File: src/rtl/ram_transpose_pingpong_if.sv
// Bus bundle for ram_transpose_pingpong.
//
// Purpose: groups the row-write and column-read handshakes plus the
// bank-occupancy status into one interface.
//
// Signals:
//   wr_valid / wr_ready          row-write handshake
//   wr_be_n [N]                  active-low per-element write enable
//   wr_data [N*W]                row; element i = wr_data[(i+1)*W-1 : i*W]
//   rd_valid / rd_ready          column-read handshake
//   rd_data [N*W]                column; row 0's element in the MSBs
//   rd_last                      rd_data is the final column of its matrix
//   mat_count [2]                full banks awaiting or under readout
//   rd_transpose                 only with RAM_TRANSPOSE_ROWREAD_EN defined:
//                                1 = column read, 0 = plain row read
//
// Handshake rule (both sides): a transfer happens on a rising clk edge
// where valid and ready are both high. A source holds valid and its
// payload stable until that transfer. rd_valid never depends on rd_ready
// in the same cycle.
//
// Modports: slave = the RAM, master = whoever writes rows and drains columns.
interface ram_transpose_pingpong_if #(
  parameter int W = 8,
  parameter int N = 8
);
  logic           wr_valid;
  logic           wr_ready;
  logic [N-1:0]   wr_be_n;
  logic [N*W-1:0] wr_data;
  logic           rd_valid;
  logic           rd_ready;
  logic [N*W-1:0] rd_data;
  logic           rd_last;
  logic [1:0]     mat_count;
`ifdef RAM_TRANSPOSE_ROWREAD_EN
  logic           rd_transpose;

  modport slave (
    input  wr_valid, wr_be_n, wr_data, rd_ready, rd_transpose,
    output wr_ready, rd_valid, rd_data, rd_last, mat_count
  );
  modport master (
    output wr_valid, wr_be_n, wr_data, rd_ready, rd_transpose,
    input  wr_ready, rd_valid, rd_data, rd_last, mat_count
  );
`else
  modport slave (
    input  wr_valid, wr_be_n, wr_data, rd_ready,
    output wr_ready, rd_valid, rd_data, rd_last, mat_count
  );
  modport master (
    output wr_valid, wr_be_n, wr_data, rd_ready,
    input  wr_ready, rd_valid, rd_data, rd_last, mat_count
  );
`endif
endinterface

File: src/rtl/ram_transpose_pingpong.sv
// ram_transpose_pingpong
//
// Purpose: ping-pong transpose RAM. Rows of an N x N matrix of W-bit
// elements are written into one bank while the other bank is read out
// column by column (column c = element N-1-c of every row, row 0 in the
// MSBs). A bank becomes full after its last row is written and is freed
// when its last column is loaded into the output register.
//
// Ports:
//   clk   sole clock, rising edge
//   rst   synchronous, active-high reset
//   bus   ram_transpose_pingpong_if.slave (see interface file for signals)
//
// Option: RAM_TRANSPOSE_ROWREAD_EN adds bus.rd_transpose; when it is 0 at
// a column load, the output word is row rd_col of the read bank instead.
// Bank bookkeeping is the same in both modes.
module ram_transpose_pingpong #(
  parameter int W = 8,
  parameter int N = 8
) (
  input  logic                        clk,
  input  logic                        rst,
  ram_transpose_pingpong_if.slave     bus
);
  localparam int RW = (N > 1) ? $clog2(N) : 1;

  // Storage is deliberately not reset.
  logic [N*W-1:0] mem_q [2][N];

  logic           wr_bank_q, wr_bank_d;
  logic           rd_bank_q, rd_bank_d;
  logic [RW-1:0]  wr_row_q, wr_row_d;
  logic [RW-1:0]  rd_col_q, rd_col_d;
  logic [1:0]     full_q, full_d;
  logic           wr_ready_q, wr_ready_d;
  logic           rd_valid_q, rd_valid_d;
  logic           rd_last_q, rd_last_d;
  logic [N*W-1:0] rd_data_q, rd_data_d;

  logic           wr_fire, wr_done, rd_load, rd_done;
  logic [RW-1:0]  rd_elem;
  logic [N*W-1:0] row_new, col_data, rd_word;

  // The registered status is masked while rst is high so no row is
  // accepted in a reset cycle.
  assign bus.wr_ready  = wr_ready_q & ~rst;
  assign bus.rd_valid  = rd_valid_q;
  assign bus.rd_data   = rd_data_q;
  assign bus.rd_last   = rd_last_q;
  assign bus.mat_count = {full_q[0] & full_q[1], full_q[0] ^ full_q[1]};

  assign wr_fire = bus.wr_valid & bus.wr_ready;
  assign wr_done = wr_fire && (wr_row_q == RW'(N - 1));
  assign rd_load = (~rd_valid_q | bus.rd_ready) & full_q[rd_bank_q];
  assign rd_done = rd_load && (rd_col_q == RW'(N - 1));
  assign rd_elem = RW'(N - 1) - rd_col_q;

  // Merge new elements into the stored row according to the byte enables.
  always_comb begin
    row_new = mem_q[wr_bank_q][wr_row_q];
    for (int i = 0; i < N; i++) begin
      if (!bus.wr_be_n[i]) row_new[i*W +: W] = bus.wr_data[i*W +: W];
    end
  end

  // Gather element rd_elem of every row; row 0 lands in the MSBs.
  always_comb begin
    col_data = '0;
    for (int r = 0; r < N; r++) begin
      col_data[(N-1-r)*W +: W] = mem_q[rd_bank_q][r][rd_elem*W +: W];
    end
  end

`ifdef RAM_TRANSPOSE_ROWREAD_EN
  assign rd_word = bus.rd_transpose ? col_data : mem_q[rd_bank_q][rd_col_q];
`else
  assign rd_word = col_data;
`endif

  always_comb begin
    wr_row_d   = wr_row_q;
    wr_bank_d  = wr_bank_q;
    rd_col_d   = rd_col_q;
    rd_bank_d  = rd_bank_q;
    full_d     = full_q;
    rd_valid_d = rd_valid_q;
    rd_last_d  = rd_last_q;
    rd_data_d  = rd_data_q;

    if (wr_fire) begin
      wr_row_d = wr_done ? '0 : wr_row_q + 1'b1;
      if (wr_done) begin
        full_d[wr_bank_q] = 1'b1;
        wr_bank_d         = ~wr_bank_q;
      end
    end

    if (rd_load) begin
      rd_data_d  = rd_word;
      rd_valid_d = 1'b1;
      rd_last_d  = rd_done;
      rd_col_d   = rd_done ? '0 : rd_col_q + 1'b1;
      if (rd_done) begin
        full_d[rd_bank_q] = 1'b0;
        rd_bank_d         = ~rd_bank_q;
      end
    end else if (bus.rd_ready) begin
      rd_valid_d = 1'b0;
      rd_last_d  = 1'b0;
    end

    // Looks at the current full flags, so a bank freed this cycle becomes
    // writable one cycle after its freeing is visible. The bank being
    // filled now is never wr_bank_d once it completes, so no set is missed.
    wr_ready_d = ~full_q[wr_bank_d];
  end

  always_ff @(posedge clk) begin
    if (rst) begin
      wr_bank_q  <= 1'b0;
      rd_bank_q  <= 1'b0;
      wr_row_q   <= '0;
      rd_col_q   <= '0;
      full_q     <= '0;
      wr_ready_q <= 1'b1;
      rd_valid_q <= 1'b0;
      rd_last_q  <= 1'b0;
      rd_data_q  <= '0;
    end else begin
      wr_bank_q  <= wr_bank_d;
      rd_bank_q  <= rd_bank_d;
      wr_row_q   <= wr_row_d;
      rd_col_q   <= rd_col_d;
      full_q     <= full_d;
      wr_ready_q <= wr_ready_d;
      rd_valid_q <= rd_valid_d;
      rd_last_q  <= rd_last_d;
      rd_data_q  <= rd_data_d;
    end
  end

  always_ff @(posedge clk) begin
    if (wr_fire) mem_q[wr_bank_q][wr_row_q] <= row_new;
  end
endmodule

File: src/flat_wrapper.sv
// flat-port wrapper written by rule: the top's interface ports become plain ports
module ram_transpose_pingpong_flat 
#(
  parameter int W = 8,
  parameter int N = 8
)
  (clk, rst, bus_wr_valid, bus_wr_be_n, bus_wr_data, bus_rd_ready, bus_wr_ready, bus_rd_valid, bus_rd_data, bus_rd_last, bus_mat_count);
  ram_transpose_pingpong_if #(.W(W), .N(N)) bus_i ();
  input  logic clk;
  input  logic rst;
  input wire logic [$bits(bus_i.wr_valid)-1:0] bus_wr_valid;
  input wire logic [$bits(bus_i.wr_be_n)-1:0] bus_wr_be_n;
  input wire logic [$bits(bus_i.wr_data)-1:0] bus_wr_data;
  input wire logic [$bits(bus_i.rd_ready)-1:0] bus_rd_ready;
  output wire logic [$bits(bus_i.wr_ready)-1:0] bus_wr_ready;
  output wire logic [$bits(bus_i.rd_valid)-1:0] bus_rd_valid;
  output wire logic [$bits(bus_i.rd_data)-1:0] bus_rd_data;
  output wire logic [$bits(bus_i.rd_last)-1:0] bus_rd_last;
  output wire logic [$bits(bus_i.mat_count)-1:0] bus_mat_count;
  assign bus_i.wr_valid = bus_wr_valid;
  assign bus_i.wr_be_n = bus_wr_be_n;
  assign bus_i.wr_data = bus_wr_data;
  assign bus_i.rd_ready = bus_rd_ready;
  assign bus_wr_ready = bus_i.wr_ready;
  assign bus_rd_valid = bus_i.rd_valid;
  assign bus_rd_data = bus_i.rd_data;
  assign bus_rd_last = bus_i.rd_last;
  assign bus_mat_count = bus_i.mat_count;
  ram_transpose_pingpong #(.W(W), .N(N)) u_core (.clk(clk), .rst(rst), .bus(bus_i));
endmodule
File: config.mk
export PLATFORM = sky130hd
export DESIGN_NAME = ram_transpose_pingpong_flat
export DESIGN_NICKNAME = d
export VERILOG_FILES = /design/src/rtl/ram_transpose_pingpong_if.sv /design/src/rtl/ram_transpose_pingpong.sv /design/src/flat_wrapper.sv
export SDC_FILE = /design/constraint.sdc
export NUM_CORES = 1
export LEC_CHECK = 0
export CAP_MARGIN = 20
export CORE_ASPECT_RATIO = 1.75
export CORE_MARGIN = 5
export CORE_UTILIZATION = 39
export CTS_BUF_LIST = sky130_fd_sc_hd__clkbuf_4
export DETAILED_ROUTE_END_ITERATION = 7
export PLACE_DENSITY_LB_ADDON = 0.2
export SLEW_MARGIN = 20
export SYNTH_ARGS = -nofsm -noshare
export SYNTH_HDL_FRONTEND = slang
export SYNTH_SLANG_ARGS = --single-unit
File: constraint.sdc
create_clock -name clk -period 15.3 [get_ports clk]
set_input_delay 1.53 -clock clk [delete_from_list [all_inputs] [get_ports clk]]
set_output_delay 1.53 -clock clk [all_outputs]
set_load 0.03 [all_outputs]
==> metrics.yaml <==
outcome: "finished clean"
wirelength_um: 177000
route.antenna.remaining_nets: 0
worst_pin_slew_ns: 1.13
drive_gt1_share_pct: 26.8
clk_path_buf_depth: 4
setup_viol: 0
critPathMostFrequentCell: "buf_4"
ys_warn_count: 0
cts_sinks: 1102
grt_pass1_vias: 33300
critPathKind: "flip-flop to flip-flop"
critPathCaptureType: "flip-flop"
dieArea_sq_um: 136000
nets: 3359
first_pass_iters: 6
cts_resized: 0
ys_types: 43
die_y_um: 485
io_buffers: 144
powerDensity_nw_per_um2: 107
final_cell_area_sq_um: 57000
syn-cell-area_sq_um: 50200
postCtsHoldBufs: 0
grt_overflow_total: 0
grt_usage_pct: 25.5
crit_fanout: 114
worstPathRequired_ns: 16.12
hold_viol: 0
cp_cell_sequence: "buf_12 > buf_4 > buf_4 > mux2i_1 > a221oi_1 > o21ai_0 > a31oi_1"
rsz0062_at_grt: "false"
grt_max_degree: 115
final_common_cell: "edfxtp_1"
slew_headroom_pct: 24.5
drtIter0Drc: 3060
place_congestion: 0.848
fin_setup_tns_ns: 0
core-area_sq_um: 128000
seqCellArea_sq_um: 32300
path_buf_inv: 3
syn-num-nets: 3066
arrival_ns: 6.06
path_clk_slew_ns: 0.07
seq_area_frac_synth_pct: 64.4
fmax_ghz: 0.191
crit_family: "buffers and inverters"
routed.top_layer: "met5"
ios: 145
met3_length_um: 12500
grt_pass1_wl_um: 248000
hpwl_um: 112000
fp.dieW_um: 281
start_kind: "flip-flop"
fin_skew_ns: 0.0639
wl_met1_um: 65400
vias: 31700
cts_buffers: 275
cts_max_level: 5
fin_crit_sh_pct: 34.2
max_stage_delay_ns: 0.93
synth.avg_cell_area_sq_um: 16.8
rrSetupSlack_ns: 10.06
rows: 174
peakVddDrop_uv: 41.5
initial_core_util_pct: 39.2
area_growth_syn_to_layout_pct: 13.5
hp-class: "flip-flop to flip-flop"
grt_antenna_before_repair: 5
multi_input_area_sq_um: 17000
min_period_ns: 5.24
insertion_delay_ns: 1.23
met2WireLength_um: 90000
cap_violations: 0
drc_errors: 0
routedWlPerCell_um: 34.5
post_cts_buffers: 0
crit_slowest_cell: "buf_4"
place_area_sq_um: 53600
leakage_nw: 17.2
maxSlewViolCount: 0
cts_root_buf: "clkbuf_4"
ys_ff_latch: 1102
via_per_inst: 6.17
syn_inst: 2985
most-common-layout-cells: "1024 x edfxtp_1, 447 x mux2i_1, 396 x clkbuf_4"
cts_tree: "done"
fillers: 11200
-- metrics by stage --
stage	power [mW]	hold WS, ns	setup WS [ns]	utilization (%)	instances
global placement	3.76	0.456	9.80	41.7	4668
finish	6.09	0.470	10.06	44.5	5129
floorplan	3.59	0.462	8.10	-	2985
global route	6.31	0.489	9.68	44.5	5128
detailed placement	3.77	0.458	9.73	41.8	4670
CTS	6.14	0.470	9.83	44.3	5119
-- synth_stat cells, drive strengths merged --
| cell | count | area, sq um |
|---|---|---|
| o221a | 1 | 11.3 |
| mux2 | 51 | 574 |
| or3 | 2 | 12.5 |
| a22oi | 11 | 82.6 |
| nand3b | 6 | 45.0 |
| nand2 | 11 | 41.3 |
| and2 | 2 | 12.5 |
| buf | 136 | 901 |
| xor2 | 2 | 17.5 |
| mux4 | 280 | 6310 |
| a21oi | 20 | 100 |
| clkbuf | 100 | 379 |
| nor3b | 1 | 7.51 |
| o22ai | 146 | 913 |
| nand3 | 5 | 25.0 |
| mux2i | 447 | 4470 |
| ha | 5 | 62.6 |
| a211oi | 59 | 443 |
| nor3 | 20 | 100 |
| dfxtp | 78 | 1560 |
| inv | 4 | 15.0 |
| a211o | 64 | 561 |
| nand4 | 1 | 6.26 |
| and3b | 1 | 8.76 |
| nand2b | 6 | 37.5 |
| a311oi | 1 | 8.76 |
| nor2 | 224 | 843 |
| edfxtp | 1024 | 30700 |
| a31oi | 52 | 325 |
| or3b | 3 | 26.3 |
| a221oi | 40 | 350 |
| nand4b | 1 | 8.76 |
| nor2b | 95 | 594 |
| a2111oi | 46 | 403 |
| o21ai | 40 | 200 |
-- routing by layer --
layer,GRT usage (%),vias to the layer above
met3,4.72,357
met1,31.3,16600
met2,43.9,1630
li1,-,13100
met5,0,-
met4,11.6,4
-- state kept, by name (all words and copies together), names as in the netlist, named ones only --
name,cells
u_core.rd_col_q,3
u_core.wr_row_q,3
u_core.mem_q,1024
u_core.full_q,2
u_core.wr_bank_q,1
u_core.rd_bank_q,1
u_core.bus.rd_last,1
u_core.bus.rd_data,64
u_core.bus.rd_valid,1
u_core.wr_ready_q,1
-- worst register-to-register path, delay by kind of cell (launching register included) --
family                 cells  cell delay [ns]
buffers and inverters      3             2.58
DFF                        1             0.78
AOI/OAI and AO/OA          3             1.34
muxes                      1             0.19
-- final timing paths --
path / from / to / depth (start not counted)
setup / recovery: u_core.wr_bank_q$_SDFF_PP0_ / u_core.mem_q[1][149]$_DFFE_PP_ / 7
hold / removal: u_core.bus.rd_data[8]$_SDFFE_PP0P_ / u_core.bus.rd_data[8]$_SDFFE_PP0P_ / 1
setup reg to reg: u_core.wr_bank_q$_SDFF_PP0_ / u_core.mem_q[1][149]$_DFFE_PP_ / 7
hold reg to reg: u_core.bus.rd_data[8]$_SDFFE_PP0P_ / u_core.bus.rd_data[8]$_SDFFE_PP0P_ / 1
-- cells by family (layout without fill, tap and decap cells) --
group / count (synthesis) / after routing / synth area share [%]
AOI/OAI and AO/OA: 480 / 480 / 6.77
xor gates and xnor gates: 2 / 2 / 0.0349
adders and majority gates: 5 / 5 / 0.125
buffers and inverters: 240 / 705 / 2.58
DFF: 1102 / 1102 / 64.4
muxes: 778 / 778 / 22.6
other: 0 / 7 / 0
and+or+nand+nor: 378 / 378 / 3.52
-- area by class of cell --
class	instances	area share, %
clock inverter	53	0.410
tap	1672	3.67
sequential	1102	56.7
antenna	7	0.0307
multi-input combinational	1643	29.8
clock buffer	396	5.22
timing repair buffer	252	4.13
inverter	4	0.0263
-- where the power goes --
| group | switching (mW) | internal, mW | total, mW |
|---|---|---|---|
| Combinational | 0.245 | 0.0909 | 0.336 |
| Clock | 1.19 | 1.20 | 2.38 |
| Sequential | 0.00922 | 3.36 | 3.37 |
| Total | 1.44 | 4.65 | 6.09 |
Note: power is estimated with default switching activity, not from simulation.
